==> config.mk <==
export PLATFORM = sky130hd
export DESIGN_NAME = pipeline_ctrl
export DESIGN_NICKNAME = d
export VERILOG_FILES = /design/src/rtl/pipeline_ctrl.sv
export SDC_FILE = /design/constraint.sdc
export NUM_CORES = 1
export LEC_CHECK = 0
export ABC_AREA = 1
export BUFFER_PORTS_ARGS = -buffer_cell sky130_fd_sc_hd__buf_2
export CORE_MARGIN = 4
export CORE_UTILIZATION = 57
export DETAILED_ROUTE_END_ITERATION = 8
export HOLD_SLACK_MARGIN = 0.12
export PLACE_DENSITY = 0.81
export SLEW_MARGIN = 20
export SYNTH_ARGS = -nofsm -noshare
export SYNTH_HDL_FRONTEND = slang
export SYNTH_SLANG_ARGS = --single-unit
export TNS_END_PERCENT = 30
==> constraint.sdc <==
create_clock -name clk -period 2 [get_ports clk]
set_input_delay 0.2 -clock clk [delete_from_list [all_inputs] [get_ports clk]]
set_output_delay 0.2 -clock clk [all_outputs]
set_load 0.03 [all_outputs]
==> src/rtl/pipeline_ctrl.sv <==
// Stall/bubble sequencer for the 5-stage pipeline: merges dmem wait, MUL occupancy,
// load-use and imem wait into per-stage hold/bubble controls, with a dmem watchdog and stall counter.
module pipeline_ctrl #(
   parameter int unsigned MUL_LAT     = 4,
   parameter int unsigned MEM_TIMEOUT = 256,
   parameter int unsigned CNT_W       = 32
) (
   input  logic             clk,
   input  logic             rst_n,
   input  logic             load_use_id,
   input  logic             mul_ex,
   input  logic             imem_ready,
   input  logic             dmem_req_mem,
   input  logic             dmem_ready,
   input  logic             cnt_clr,
   output logic             hold_if,
   output logic             hold_id,
   output logic             hold_ex,
   output logic             hold_mem,
   output logic             bubble_id,
   output logic             bubble_ex,
   output logic             bubble_mem,
   output logic             mul_done,
   output logic             mem_timeout,
   output logic [CNT_W-1:0] stall_cycles
);

   localparam int unsigned MCNT_W = (MUL_LAT > 1) ? $clog2(MUL_LAT) : 1;
   localparam int unsigned WCNT_W = $clog2(MEM_TIMEOUT) + 1;
   localparam bit          MUL_MULTI = (MUL_LAT > 1);
   localparam logic [MCNT_W-1:0] MCNT_INIT = (MUL_LAT > 1) ? MCNT_W'(MUL_LAT - 2) : '0;
   localparam logic [WCNT_W-1:0] WCNT_LAST = WCNT_W'(MEM_TIMEOUT - 1);

   typedef enum logic [1:0] {
      StRun,
      StMulBusy,
      StMemWait
   } state_t;

   state_t            state_q, ret_q, eff_state;
   logic [MCNT_W-1:0] mcnt_q;
   logic [WCNT_W-1:0] wcnt_q;
   logic              mem_timeout_q;
   logic [CNT_W-1:0]  stall_q;

   logic mem_hold, mul_start, mul_busy, mul_hold, mul_end;

   // While in MEM_WAIT, the MUL bookkeeping continues from the state that was interrupted.
   always_comb begin
      eff_state = (state_q == StMemWait) ? ret_q : state_q;
      mem_hold  = dmem_req_mem & ~dmem_ready;
      mul_start = MUL_MULTI && (eff_state == StRun) && mul_ex;
      mul_busy  = (eff_state == StMulBusy) && (mcnt_q != '0);
      mul_hold  = mul_start | mul_busy;
      mul_end   = (eff_state == StMulBusy) && (mcnt_q == '0) && !mem_hold;
   end

   always_comb begin
      hold_if    = 1'b0;
      hold_id    = 1'b0;
      hold_ex    = 1'b0;
      hold_mem   = 1'b0;
      bubble_id  = 1'b0;
      bubble_ex  = 1'b0;
      bubble_mem = 1'b0;
      mul_done   = 1'b0;
      if (!rst_n) begin
         bubble_id  = 1'b1;
         bubble_ex  = 1'b1;
         bubble_mem = 1'b1;
      end else if (mem_hold) begin
         hold_if  = 1'b1;
         hold_id  = 1'b1;
         hold_ex  = 1'b1;
         hold_mem = 1'b1;
      end else if (mul_hold) begin
         hold_if    = 1'b1;
         hold_id    = 1'b1;
         hold_ex    = 1'b1;
         bubble_mem = 1'b1;
      end else begin
         mul_done = mul_end;
         if (load_use_id) begin
            hold_if   = 1'b1;
            hold_id   = 1'b1;
            bubble_ex = 1'b1;
         end else if (!imem_ready) begin
            hold_if   = 1'b1;
            bubble_id = 1'b1;
         end
      end
   end

   always_ff @(posedge clk) begin
      if (!rst_n) begin
         state_q       <= StRun;
         ret_q         <= StRun;
         mcnt_q        <= '0;
         wcnt_q        <= '0;
         mem_timeout_q <= 1'b0;
         stall_q       <= '0;
      end else begin
         if (mem_hold) begin
            state_q <= StMemWait;
            ret_q   <= eff_state;
         end else if (mul_start) begin
            mcnt_q  <= MCNT_INIT;
            state_q <= StMulBusy;
         end else if (mul_busy) begin
            mcnt_q  <= mcnt_q - MCNT_W'(1);
            state_q <= StMulBusy;
         end else if (mul_end) begin
            state_q <= StRun;
         end else begin
            state_q <= eff_state;
         end

         if (mem_hold) begin
            if (wcnt_q != '1) begin
               wcnt_q <= wcnt_q + WCNT_W'(1);
            end
            if (wcnt_q >= WCNT_LAST) begin
               mem_timeout_q <= 1'b1;
            end
         end else begin
            wcnt_q <= '0;
         end

         if (cnt_clr) begin
            stall_q <= '0;
         end else if (hold_if && (stall_q != '1)) begin
            stall_q <= stall_q + CNT_W'(1);
         end
      end
   end

   assign mem_timeout  = mem_timeout_q;
   assign stall_cycles = stall_q;

endmodule
==> impl_metrics.json <==
{
  "static-leakage-power_uw": 0.001448,
  "power-per-cell-area_nw_per_um2": 522.9,
  "finish.net_count": 558,
  "tcrit_tclk_final_pct": 94.79,
  "syn-num-nets": 488,
  "tritoncts_num_sinks": 48,
  "clock-root-buffer": "clkbuf_8",
  "design.core.area_um2": 5075,
  "top_cell_type_s_share_of_synthesized_area_pct": 32.36,
  "fillerInstances": 482,
  "fin_tns_setup_ns": 0,
  "layout-drive-gt1-share_pct": 18.13,
  "fin_crit_ns": 1.896,
  "synthTopCellsByArea": "dfxtp_1 32%, nand2_1 20%, nor2_1 8.1%",
  "rows": 26,
  "timing_worst_setup_path_type": "register to output pin",
  "place_worst_setup_slack_ns": 0.1501,
  "netSwitchingFraction_pct": 25.40,
  "synth_area_leader_cell": "dfxtp_1",
  "detail_route.iter0.violations": 280,
  "numCtsBuffers": 5,
  "detailedRoute.firstPassIterationCount": 5,
  "use_met3_pct": 3.251,
  "power_share_of_the_sequential_group_pct": 52.1,
  "seq_area_frac_synth_pct": 32.36,
  "port_buffers": 48,
  "postSynthRegisterBits": 48,
  "grt_use_met1_pct": 33.36,
  "type_of_the_most_critical_hold_path": "input port to register",
  "synth.yosys.warnings": 0,
  "grt_max_degree": 32,
  "dieWidth_um": 80.18,
  "drt_drc_violations_left": 0,
  "dieHeight_um": 80.18,
  "syn-instance-count": 475,
  "antenna_found_initial": 0,
  "slew_headroom_pct": 64.65,
  "arrival_ns": 1.70,
  "timing.critical_path.required_ns": 1.80,
  "grt_overflow": 0,
  "pwr-share-clk_pct": 37.6,
  "max_freq_mhz": 527.5,
  "grt_most_used_layer": "met2",
  "critical_path.endpoint_type": "output pin",
  "vdd_ir_drop_max_v": 0.0004082,
  "combined_global_route_utilization_of_all_metal_layers_pct": 26.87,
  "cp-start-kind": "register",
  "clk_pin_slew_worst_paths_ns": 0.08,
  "largest_fanout_of_any_net_on_the_critical_path": 3,
  "cts_tree": "built",
  "clk_latency_ns": 0.31,
  "drt-total-wl_mm": 8.309,
  "area_growth_syn_to_layout_pct": 20.35,
  "cts_max_level": 2,
  "cell_internal_pwr_uw": 1394,
  "mostFrequentLayoutCell": "nand2_1",
  "timing_hold_violations_final": 0,
  "routedWlPerCell_um": 13.49,
  "final_cell_mix": "159 x nand2_1, 64 x nor2_1, 47 x dfxtp_1, 46 x buf_2, 42 x a21oi_1",
  "run_status": "finished, final reports clean",
  "globalRouteMet2Util_pct": 46.94,
  "switching_power_uw": 474.7,
  "worstMarginPinSlew_ns": 0.5283,
  "final_core_util_pct": 70.41,
  "design.die.area_um2": 6428,
  "p_comb_share_pct": 10.3,
  "mappedNetlistArea_um2": 2969,
  "avgSynthCellArea_um2": 6.251,
  "final_antenna_net_count": 0,
  "clk_buf_depth": 2,
  "antennaDiodeCount": 0,
  "rsz0062_at_grt": "true",
  "vias": 3389,
  "floorplan.io_pins": 49,
  "max_cap_violations": 0,
  "finClkSkew_ns": 0.008534,
  "worst_hold_slack_ns": 0.1576,
  "setup_viol": 0,
  "netlist-cell-type-count": 26,
  "finalWeightedCongestion": 0.9415,
  "dp_hpwl_mm": 6.149,
  "global_route_wire_length_before_repair_mm": 13.82,
  "final_critical_path_setup_slack_ns": 0.1042,
  "first_global_vias": 3099,
  "initial_core_util_pct": 58.51,
  "final-max-slew-violation-count": 0,
  "routed_via_density": 5.502
}
## cell type report
class,instances,area (um2),share of cell area [%]
Multi-Input combinational cell,380,1818,50.88
Clock inverter,2,35.03,0.9804
Sequential cell,48,962.2,26.93
Inverter,31,116.4,3.256
Timing Repair Buffer,79,481.7,13.48
Tap cell,70,87.58,2.451
Clock buffer,6,72.57,2.031
## through the flow
stage,power (uW),instances,instance area [um2]
final,1869,616,3573
after CTS,1868,613,3533
after global routing,1935,616,3573
after floorplan,1128,475,2970
after global placement,1173,605,3421
after detailed placement,1180,605,3421
## worst max-delay path, cell delays in order, from the launching register on
cell and delay, ns:
dfxtp_1 0.32, inv_1 0.07, ha_1 0.17, inv_1 0.04
nand3_1 0.11, nand3_1 0.12, nand2_1 0.13, o21ai_0 0.12
a21oi_1 0.13, buf_4 0.17
## synth_stat cells (all sizes together)
master,n
nor3,2
clkbuf,8
a21oi,42
nand4,20
o21ai,12
xor2,8
buf,8
dfxtp,48
inv,31
nand3,39
ha,5
a21boi,1
and2,2
nand2,162
nor2,68
xnor2,3
a31oi,1
nand3b,15
## sequential cells by signal, summed over array words and instances (netlist names)
| signal | cells |
|---|---|
| ret_q | 2 |
| stall_cycles | 32 |
| wcnt_q | 9 |
| mcnt_q | 2 |
| state_q | 2 |
| mem_timeout | 1 |
## routing by layer
metal  up-vias  wire length (um)
met5         -                 0
met2       120              4004
met3        23               444
met1      1557              3648
li1       1689                 -
met4         0               211
## what timing repair did
| item | 4_1_cts | 5_1_grt |
|---|---|---|
| setup endpoints to repair | 2 | 23 |
| cloned | 0 | 0 |
| hold buffers | 0 | 0 |
| resized for setup | 2 | 7 |
| buffers inserted | 0 | 3 |
## power groups by stage
stage          clock network (uW)  logic (uW)  registers, uW
2_1_floorplan                   0         129            998
3_3_place_gp                    0         179            994
3_5_place_dp                    0         185            995
4_1_cts                       709         187            972
5_1_grt                       750         210            974
6_report                      703         192            973
## worst paths after layout
path	start	end	slack (ns)	cells after the start
worst max-delay path	mcnt_q[0]	bubble_id	0.10	9
worst min-delay path	cnt_clr	stall_cycles[24]	0.16	4
worst max register to register	wcnt_q[0]	wcnt_q[6]	0.25	11
worst min register to register	mem_timeout	mem_timeout	0.46	2
## kinds of logic (layout without fill, tap and decap cells)
logic type	Yosys count	count (layout)	synth area share, %
and+or+nand+nor	308	308	45.85
buffers and inverters	47	118	6.869
DFF	48	48	32.36
adders and majority gates	5	5	2.107
AOI/OAI and AO/OA	56	56	9.566
xor gates and xnor gates	11	11	3.245
Power figures use the tool's default switching activity.
